--- src/rtl/alu_pkg.sv ---
// Shared types for the parametrised multi-cycle ALU: operation encodings,
// controller states and the legal-op check.
package alu_pkg;

    typedef enum logic [2:0] {
        no_op  = 3'b000,
        add_op = 3'b001,
        and_op = 3'b010,
        xor_op = 3'b011,
        mul_op = 3'b100,
        sub_op = 3'b101
    } operation_t;

    typedef enum logic [1:0] {
        IDLE     = 2'd0,
        EXEC     = 2'd1,
        MUL_WAIT = 2'd2,
        DONE     = 2'd3
    } state_t;

    // 3'b110 and 3'b111 have no operation behind them and complete with err.
    function automatic logic is_legal(input logic [2:0] op_code);
        case (op_code)
            no_op, add_op, and_op, xor_op, mul_op, sub_op: return 1'b1;
            default:                                       return 1'b0;
        endcase
    endfunction

endpackage

--- src/rtl/alu_mul_ctr.sv ---
// Loadable down-counter pacing the multiply wait; zero_next flags the cycle
// whose decrement brings the count to zero.
module alu_mul_ctr #(
    parameter int MUL_CYCLES = 3
) (
    input  logic clk,
    input  logic reset,
    input  logic load,
    input  logic dec,
    output logic zero_next
);

    localparam int CW = $clog2(MUL_CYCLES + 1);
    localparam logic [CW-1:0] LOAD_VAL = CW'(MUL_CYCLES - 1);

    logic [CW-1:0] count_reg;

    always_ff @(posedge clk) begin
        if (reset) begin
            count_reg <= '0;
        end else if (load) begin
            count_reg <= LOAD_VAL;
        end else if (dec && (count_reg != '0)) begin
            count_reg <= count_reg - 1'b1;
        end
    end

    assign zero_next = (count_reg == CW'(1));

endmodule

--- src/rtl/alu_param.sv ---
// Multi-cycle ALU with start/done handshake: single-cycle add/and/xor/sub,
// MUL_CYCLES-latency multiply, err pulse for undefined op codes.
module alu_param
    import alu_pkg::*;
#(
    parameter int WIDTH      = 8,
    parameter int MUL_CYCLES = 3
) (
    input  logic                 clk,
    input  logic                 reset,
    input  logic                 start,
    input  logic [2:0]           op,
    input  logic [WIDTH-1:0]     A,
    input  logic [WIDTH-1:0]     B,
    output logic                 done,
    output logic [2*WIDTH-1:0]   result,
    output logic                 busy,
    output logic                 err
);

    state_t               state_reg, state_next;
    logic                 armed_reg;
    logic [2:0]           op_reg;
    logic [WIDTH-1:0]     a_reg, b_reg;
    logic [2*WIDTH-1:0]   result_reg, result_next;
    logic                 err_reg;

    logic                 accept;
    logic                 real_op;
    logic                 mul_last;
    logic [2:0]           cur_op;
    logic [WIDTH-1:0]     cur_a, cur_b;
    logic [WIDTH-1:0]     and_bits, xor_bits;
    logic [2*WIDTH-1:0]   ext_a, ext_b;

    assign accept  = (state_reg == IDLE) && start && armed_reg;
    assign real_op = (op != no_op);

    // Single-cycle ops finish on the accept edge, so they read the inputs
    // directly; the multiply finishes later and reads the captured copy.
    assign cur_op = accept ? op : op_reg;
    assign cur_a  = accept ? A  : a_reg;
    assign cur_b  = accept ? B  : b_reg;
    assign ext_a  = {{WIDTH{1'b0}}, cur_a};
    assign ext_b  = {{WIDTH{1'b0}}, cur_b};

    genvar gi;
    generate
        for (gi = 0; gi < WIDTH; gi++) begin : g_bitwise
            assign and_bits[gi] = cur_a[gi] & cur_b[gi];
            assign xor_bits[gi] = cur_a[gi] ^ cur_b[gi];
        end
    endgenerate

    always_comb begin
        result_next = '0;
        case (cur_op)
            add_op:  result_next = ext_a + ext_b;
            and_op:  result_next = {{WIDTH{1'b0}}, and_bits};
            xor_op:  result_next = {{WIDTH{1'b0}}, xor_bits};
            mul_op:  result_next = ext_a * ext_b;
            sub_op:  result_next = ext_a - ext_b;
            default: result_next = '0;
        endcase
    end

    alu_mul_ctr #(
        .MUL_CYCLES(MUL_CYCLES)
    ) u_mul_ctr (
        .clk       (clk),
        .reset     (reset),
        .load      (accept && (op == mul_op)),
        .dec       (state_reg == MUL_WAIT),
        .zero_next (mul_last)
    );

    always_comb begin
        state_next = state_reg;
        case (state_reg)
            IDLE: begin
                if (accept && real_op) begin
                    if ((op == mul_op) && (MUL_CYCLES > 1)) state_next = MUL_WAIT;
                    else                                    state_next = DONE;
                end
            end
            EXEC:     state_next = DONE;
            MUL_WAIT: if (mul_last) state_next = DONE;
            DONE:     state_next = IDLE;
            default:  state_next = IDLE;
        endcase
    end

    always_ff @(posedge clk) begin
        if (reset) begin
            state_reg  <= IDLE;
            armed_reg  <= 1'b1;
            op_reg     <= '0;
            a_reg      <= '0;
            b_reg      <= '0;
            result_reg <= '0;
            err_reg    <= 1'b0;
        end else begin
            state_reg <= state_next;
            // no_op leaves the handshake armed so a held start re-accepts.
            if (!start)                armed_reg <= 1'b1;
            else if (accept && real_op) armed_reg <= 1'b0;
            if (accept) begin
                op_reg <= op;
                a_reg  <= A;
                b_reg  <= B;
            end
            if (state_next == DONE) begin
                result_reg <= result_next;
                err_reg    <= !is_legal(cur_op);
            end else begin
                err_reg    <= 1'b0;
            end
        end
    end

    assign done   = (state_reg == DONE);
    assign busy   = (state_reg != IDLE);
    assign err    = err_reg;
    assign result = result_reg;

endmodule

--- config.mk ---
export PLATFORM = sky130hd
export DESIGN_NAME = alu_param
export DESIGN_NICKNAME = d
export VERILOG_FILES = /design/src/rtl/alu_pkg.sv /design/src/rtl/alu_mul_ctr.sv /design/src/rtl/alu_param.sv
export SDC_FILE = /design/constraint.sdc
export NUM_CORES = 1
export LEC_CHECK = 0
export BUFFER_PORTS_ARGS = -buffer_cell sky130_fd_sc_hd__buf_2
export CAP_MARGIN = 20
export CORE_MARGIN = 2
export CORE_UTILIZATION = 49
export CTS_CLUSTER_SIZE = 25
export DETAILED_ROUTE_END_ITERATION = 10
export GPL_ROUTABILITY_DRIVEN = 0
export GPL_TIMING_DRIVEN = 0
export HOLD_SLACK_MARGIN = 0.06
export PLACE_DENSITY_LB_ADDON = 0.12
export SETUP_SLACK_MARGIN = 0.1
export SLEW_MARGIN = 0
export SYNTH_ARGS = -nofsm -noshare
export SYNTH_HDL_FRONTEND = slang
export SYNTH_SLANG_ARGS = --single-unit
--- constraint.sdc ---
create_clock -name clk -period 6.3 [get_ports clk]
set_input_delay 0.945 -clock clk [delete_from_list [all_inputs] [get_ports clk]]
set_output_delay 0.945 -clock clk [all_outputs]
set_load 0.03 [all_outputs]
==> impl_metrics.py <==
metrics = {
    "power_and_ir_drop": {
        "power.density_nw_per_um2": 358,
        "power.leakage_nw": 2.75,
        "combinationalPowerShare_pct": 74.6,
        "netSwitchingFraction_pct": 51.2,
        "power.switching_mw": 0.996,
        "sequential_share_of_power_pct": 16.7,
        "p_int_mw": 0.950,
        "ir_worst_vdd_uv": 129,
        "share_of_total_power_in_the_clock_network_pct": 8.7,
    },
    "critical_path": {
        "crit_path_frequent_cell": "sky130_fd_sc_hd__fa_1",
        "cp_top_delay_family": "adder cells",
        "required_ps": 6490,
        "worst_path_largest_cell_delay_ps": 570,
        "crit_path_cell_trace": "buf_2, nand3_4, buf_6, buf_12, buf_12, mux2i_4, inv_2, ha_1, fa_1, fa_1, fa_1, inv_1, fa_1, inv_1, ha_1, o211ai_1, o2111ai_1, o211ai_1, xnor2_1, a221o_1",
        "timing.critical_path.to": "result[15]",
        "cp-start-kind": "input port",
        "setup.worst_path.end_class": "flip-flop",
        "crit_slowest_cell": "sky130_fd_sc_hd__fa_1",
        "ff2ff_path_depth": 21,
        "timing.critical_path.arrival_ps": 6090,
        "rr_endpoint": "result[15]",
        "critical_path_cell_count": 20,
        "worst_r2r_startpoint": "state_reg[1]",
        "critical_path_buf_inv_count": 7,
        "regToRegSetupSlack_ps": 430,
        "critical_path.max_fanout": 10,
        "start_to_end_type_of_the_worst_setup_path": "in2reg",
        "critical_path.startpoint": "start",
    },
    "synthesis": {
        "ys_warn_count": 0,
        "synth.yosys.seq_area_share_pct": 17.2,
        "yosys-top-cells-area": "sky130_fd_sc_hd__dfxtp_1 17%, sky130_fd_sc_hd__fa_1 16%, sky130_fd_sc_hd__ha_1 15%",
        "synth_area_um2": 4780,
        "main_flop_type_after_synthesis": "sky130_fd_sc_hd__dfxtp_1",
        "synthesis.nets": 674,
        "synth_enable_flop_cells": 0,
        "post-synth-top-area-fraction_pct": 17.2,
        "syn_area_per_cell_um2": 8.62,
        "syn-instance-count": 555,
        "yosys.area.top_type": "sky130_fd_sc_hd__dfxtp_1",
        "share_of_synthesized_registers_carrying_an_async_set_or_reset_pct": 0,
        "synth.distinct_cells": 65,
        "synth.ff_latch_count": 41,
    },
    "sta": {
        "min_period_ps": 5900,
        "finalHoldViolCount": 0,
        "final_min_period_over_clock_period_pct": 93.6,
        "setup_total_negative_slack_ps": 0,
        "max_freq_mhz": 170,
        "final.setup.worst_slack_ps": 404,
        "hold_ws_ps": 451,
        "final-setup-viol-count": 0,
        "final_max_slew_viol_count": 0,
        "unrepaired_setup_endpoints_after_global_routing": "no",
        "worst-slew-pin-transition_ps": 757,
        "timing.slew.headroom_pct": 48.5,
        "clock-skew-final_ps": 10.0,
    },
    "routing": {
        "drc_errors": 0,
        "routed_wirelength_mm": 11.9,
        "via_per_inst": 5.41,
        "total_number_of_vias": 4014,
        "post_drt_wl_per_cell_um": 16.1,
        "ant_nets": 0,
        "dr.pass1.iters": 5,
        "drt_iter0_markers": 153,
    },
    "floorplan": {
        "initial_standard_cell_utilization_of_the_core_pct": 49.6,
        "fp.dieArea_um2": 10600,
        "area_of_the_core_region_um2": 9640,
        "dieHeight_um": 103,
        "chipWidth_um": 103,
        "fp-row-count": 36,
        "num_io_pins": 41,
    },
    "global_routing": {
        "wire_length_of_the_first_global_routing_pass_mm": 19.3,
        "via_count_of_the_first_global_routing_pass": 3842,
        "antenna_violations_before_repair": 0,
        "grt_overflow": 0,
        "grt_max_degree": 12,
        "grt.total_usage_pct": 23.7,
    },
    "finish": {
        "finish.cell_count_without_fillers": 742,
        "largest_register_ff_count": 16,
        "drive_gt1_share_pct": 17.6,
        "number_of_diodes": 0,
        "nNetsFinal": 729,
        "synthToLayoutAreaGrowth_pct": 13.7,
        "filler_cell_count": 936,
    },
    "clock_tree": {
        "clk_pin_slew_ps": 80,
        "cts_num_sinks": 41,
        "cts-hold-fix-buffers": 0,
        "cts-buffers-inserted": 5,
        "cts_root_buf": "sky130_fd_sc_hd__clkbuf_8",
        "insertion_delay_ps": 310,
        "tritoncts": "yes",
        "cts_htree_levels": 2,
        "clock_tree.buffer_depth": 2,
    },
    "status": {
        "result_of_the_run": "finished clean",
    },
    "min_path": {
        "worst_hold_path_type": "reg2reg",
    },
    "placed_design": {
        "port-buffer-count": 39,
        "placed_cells": 727,
        "post-dp-hpwl_mm": 9.43,
        "post-place-ws_ps": -534,
    },
    "flow_run": {
        "max-cap-violations": 0,
    },
}
==> power groups by stage <==
stage	sequential [mW]	clock [mW]	combinational [mW]
final	0.325	0.169	1.45
after global routing	0.329	0.182	1.62
after CTS	0.325	0.171	1.42
after detailed placement	0.326	0	1.35
after global placement	0.324	0	1.33
after floorplan	0.341	0	1.02
==> routing by layer <==
metal / track usage (%) / vias up / wire [µm]
li1: - / 1991 / -
met1: 32.2 / 1953 / 5500
met2: 40.3 / 59 / 5900
met3: 2.92 / 11 / 336
met4: 6.07 / 0 / 195
met5: 0 / - / 0
==> through the flow <==
| step | total power [mW] | cell area, µm² | utilization, % |
|---|---|---|---|
| floorplan | 1.36 | 4780 | - |
| global placement | 1.66 | 5140 | 53.4 |
| detailed placement | 1.68 | 5140 | 53.4 |
| CTS | 1.92 | 5370 | 55.7 |
| global route | 2.13 | 5440 | 56.4 |
| finish | 1.95 | 5440 | 56.4 |
==> synthesized netlist by cell type, types with 7 or more instances <==
| cell | n |
|---|---|
| sky130_fd_sc_hd__a21o_1 | 7 |
| sky130_fd_sc_hd__mux2i_2 | 15 |
| sky130_fd_sc_hd__fa_1 | 38 |
| sky130_fd_sc_hd__inv_2 | 11 |
| sky130_fd_sc_hd__clkbuf_1 | 9 |
| sky130_fd_sc_hd__nand2_1 | 29 |
| sky130_fd_sc_hd__and3_1 | 7 |
| sky130_fd_sc_hd__nand2b_1 | 7 |
| sky130_fd_sc_hd__nor3_1 | 10 |
| sky130_fd_sc_hd__inv_1 | 68 |
| sky130_fd_sc_hd__o21ai_1 | 7 |
| sky130_fd_sc_hd__nand3_1 | 7 |
| sky130_fd_sc_hd__dfxtp_1 | 41 |
| sky130_fd_sc_hd__ha_1 | 59 |
| sky130_fd_sc_hd__nor2_1 | 87 |
| sky130_fd_sc_hd__xnor2_1 | 11 |
| sky130_fd_sc_hd__a21oi_1 | 22 |
| sky130_fd_sc_hd__mux2i_1 | 8 |
==> kinds of logic after synthesis <==
kind of cell / share of synthesized area, %
xor+xnor: 3.11
simple gates: 16.9
fa+ha+maj: 31.3
buf+inv: 8.13
flops: 17.2
mux: 7.48
compound gates: 15.9
==> worst min path at each step <==
| stage | cells after the start | from | slack (ps) | end |
|---|---|---|---|---|
| 2_1_floorplan | 2 | state_reg[0] | 500 | state_reg[0] |
| 3_3_place_gp | 2 | result[5] | 440 | result[5] |
| 3_5_place_dp | 2 | result[11] | 440 | result[11] |
| 4_1_cts | 2 | result[11] | 450 | result[11] |
| 5_1_grt | 2 | result[6] | 470 | result[6] |
| 6_report | 2 | result[11] | 450 | result[11] |
==> layout make-up <==
| class | instances | area (µm²) | share of cell area, % |
|---|---|---|---|
| Sequential cell | 41 | 822 | 15.1 |
| Buffer | 18 | 118 | 2.16 |
| Clock buffer | 5 | 68.8 | 1.27 |
| Timing Repair Buffer | 48 | 263 | 4.83 |
| Clock inverter | 1 | 5.00 | 0.0920 |
| Tap cell | 133 | 166 | 3.06 |
| Multi-Input combinational cell | 417 | 3700 | 68.0 |
| Inverter | 79 | 297 | 5.45 |
==> cell usage in the layout, fill, tap and decap left out, drive strengths merged, types with 13 or more instances in the layout <==
master and instances:
nor2 87, inv 79, ha 59, buf 57
dfxtp 41, fa 38, nand2 29, mux2i 24
a21oi 22, clkbuf 14, o21ai 13
==> worst min-delay path, stage by stage, from the launching register on <==
cell and delay [ps]:
sky130_fd_sc_hd__dfxtp_1 310, sky130_fd_sc_hd__nand2_1 50, sky130_fd_sc_hd__o21ai_1 50
==> repair_timing <==
action | 4_1_cts | 5_1_grt
endpoints found under the setup margin | 8 | 7
gates resized for setup | 17 | 9
endpoints found under the hold margin | 0 | 0
buffers inserted | 4 | 5
pin swaps | 0 | 0
Power figures use the tool's default switching activity.
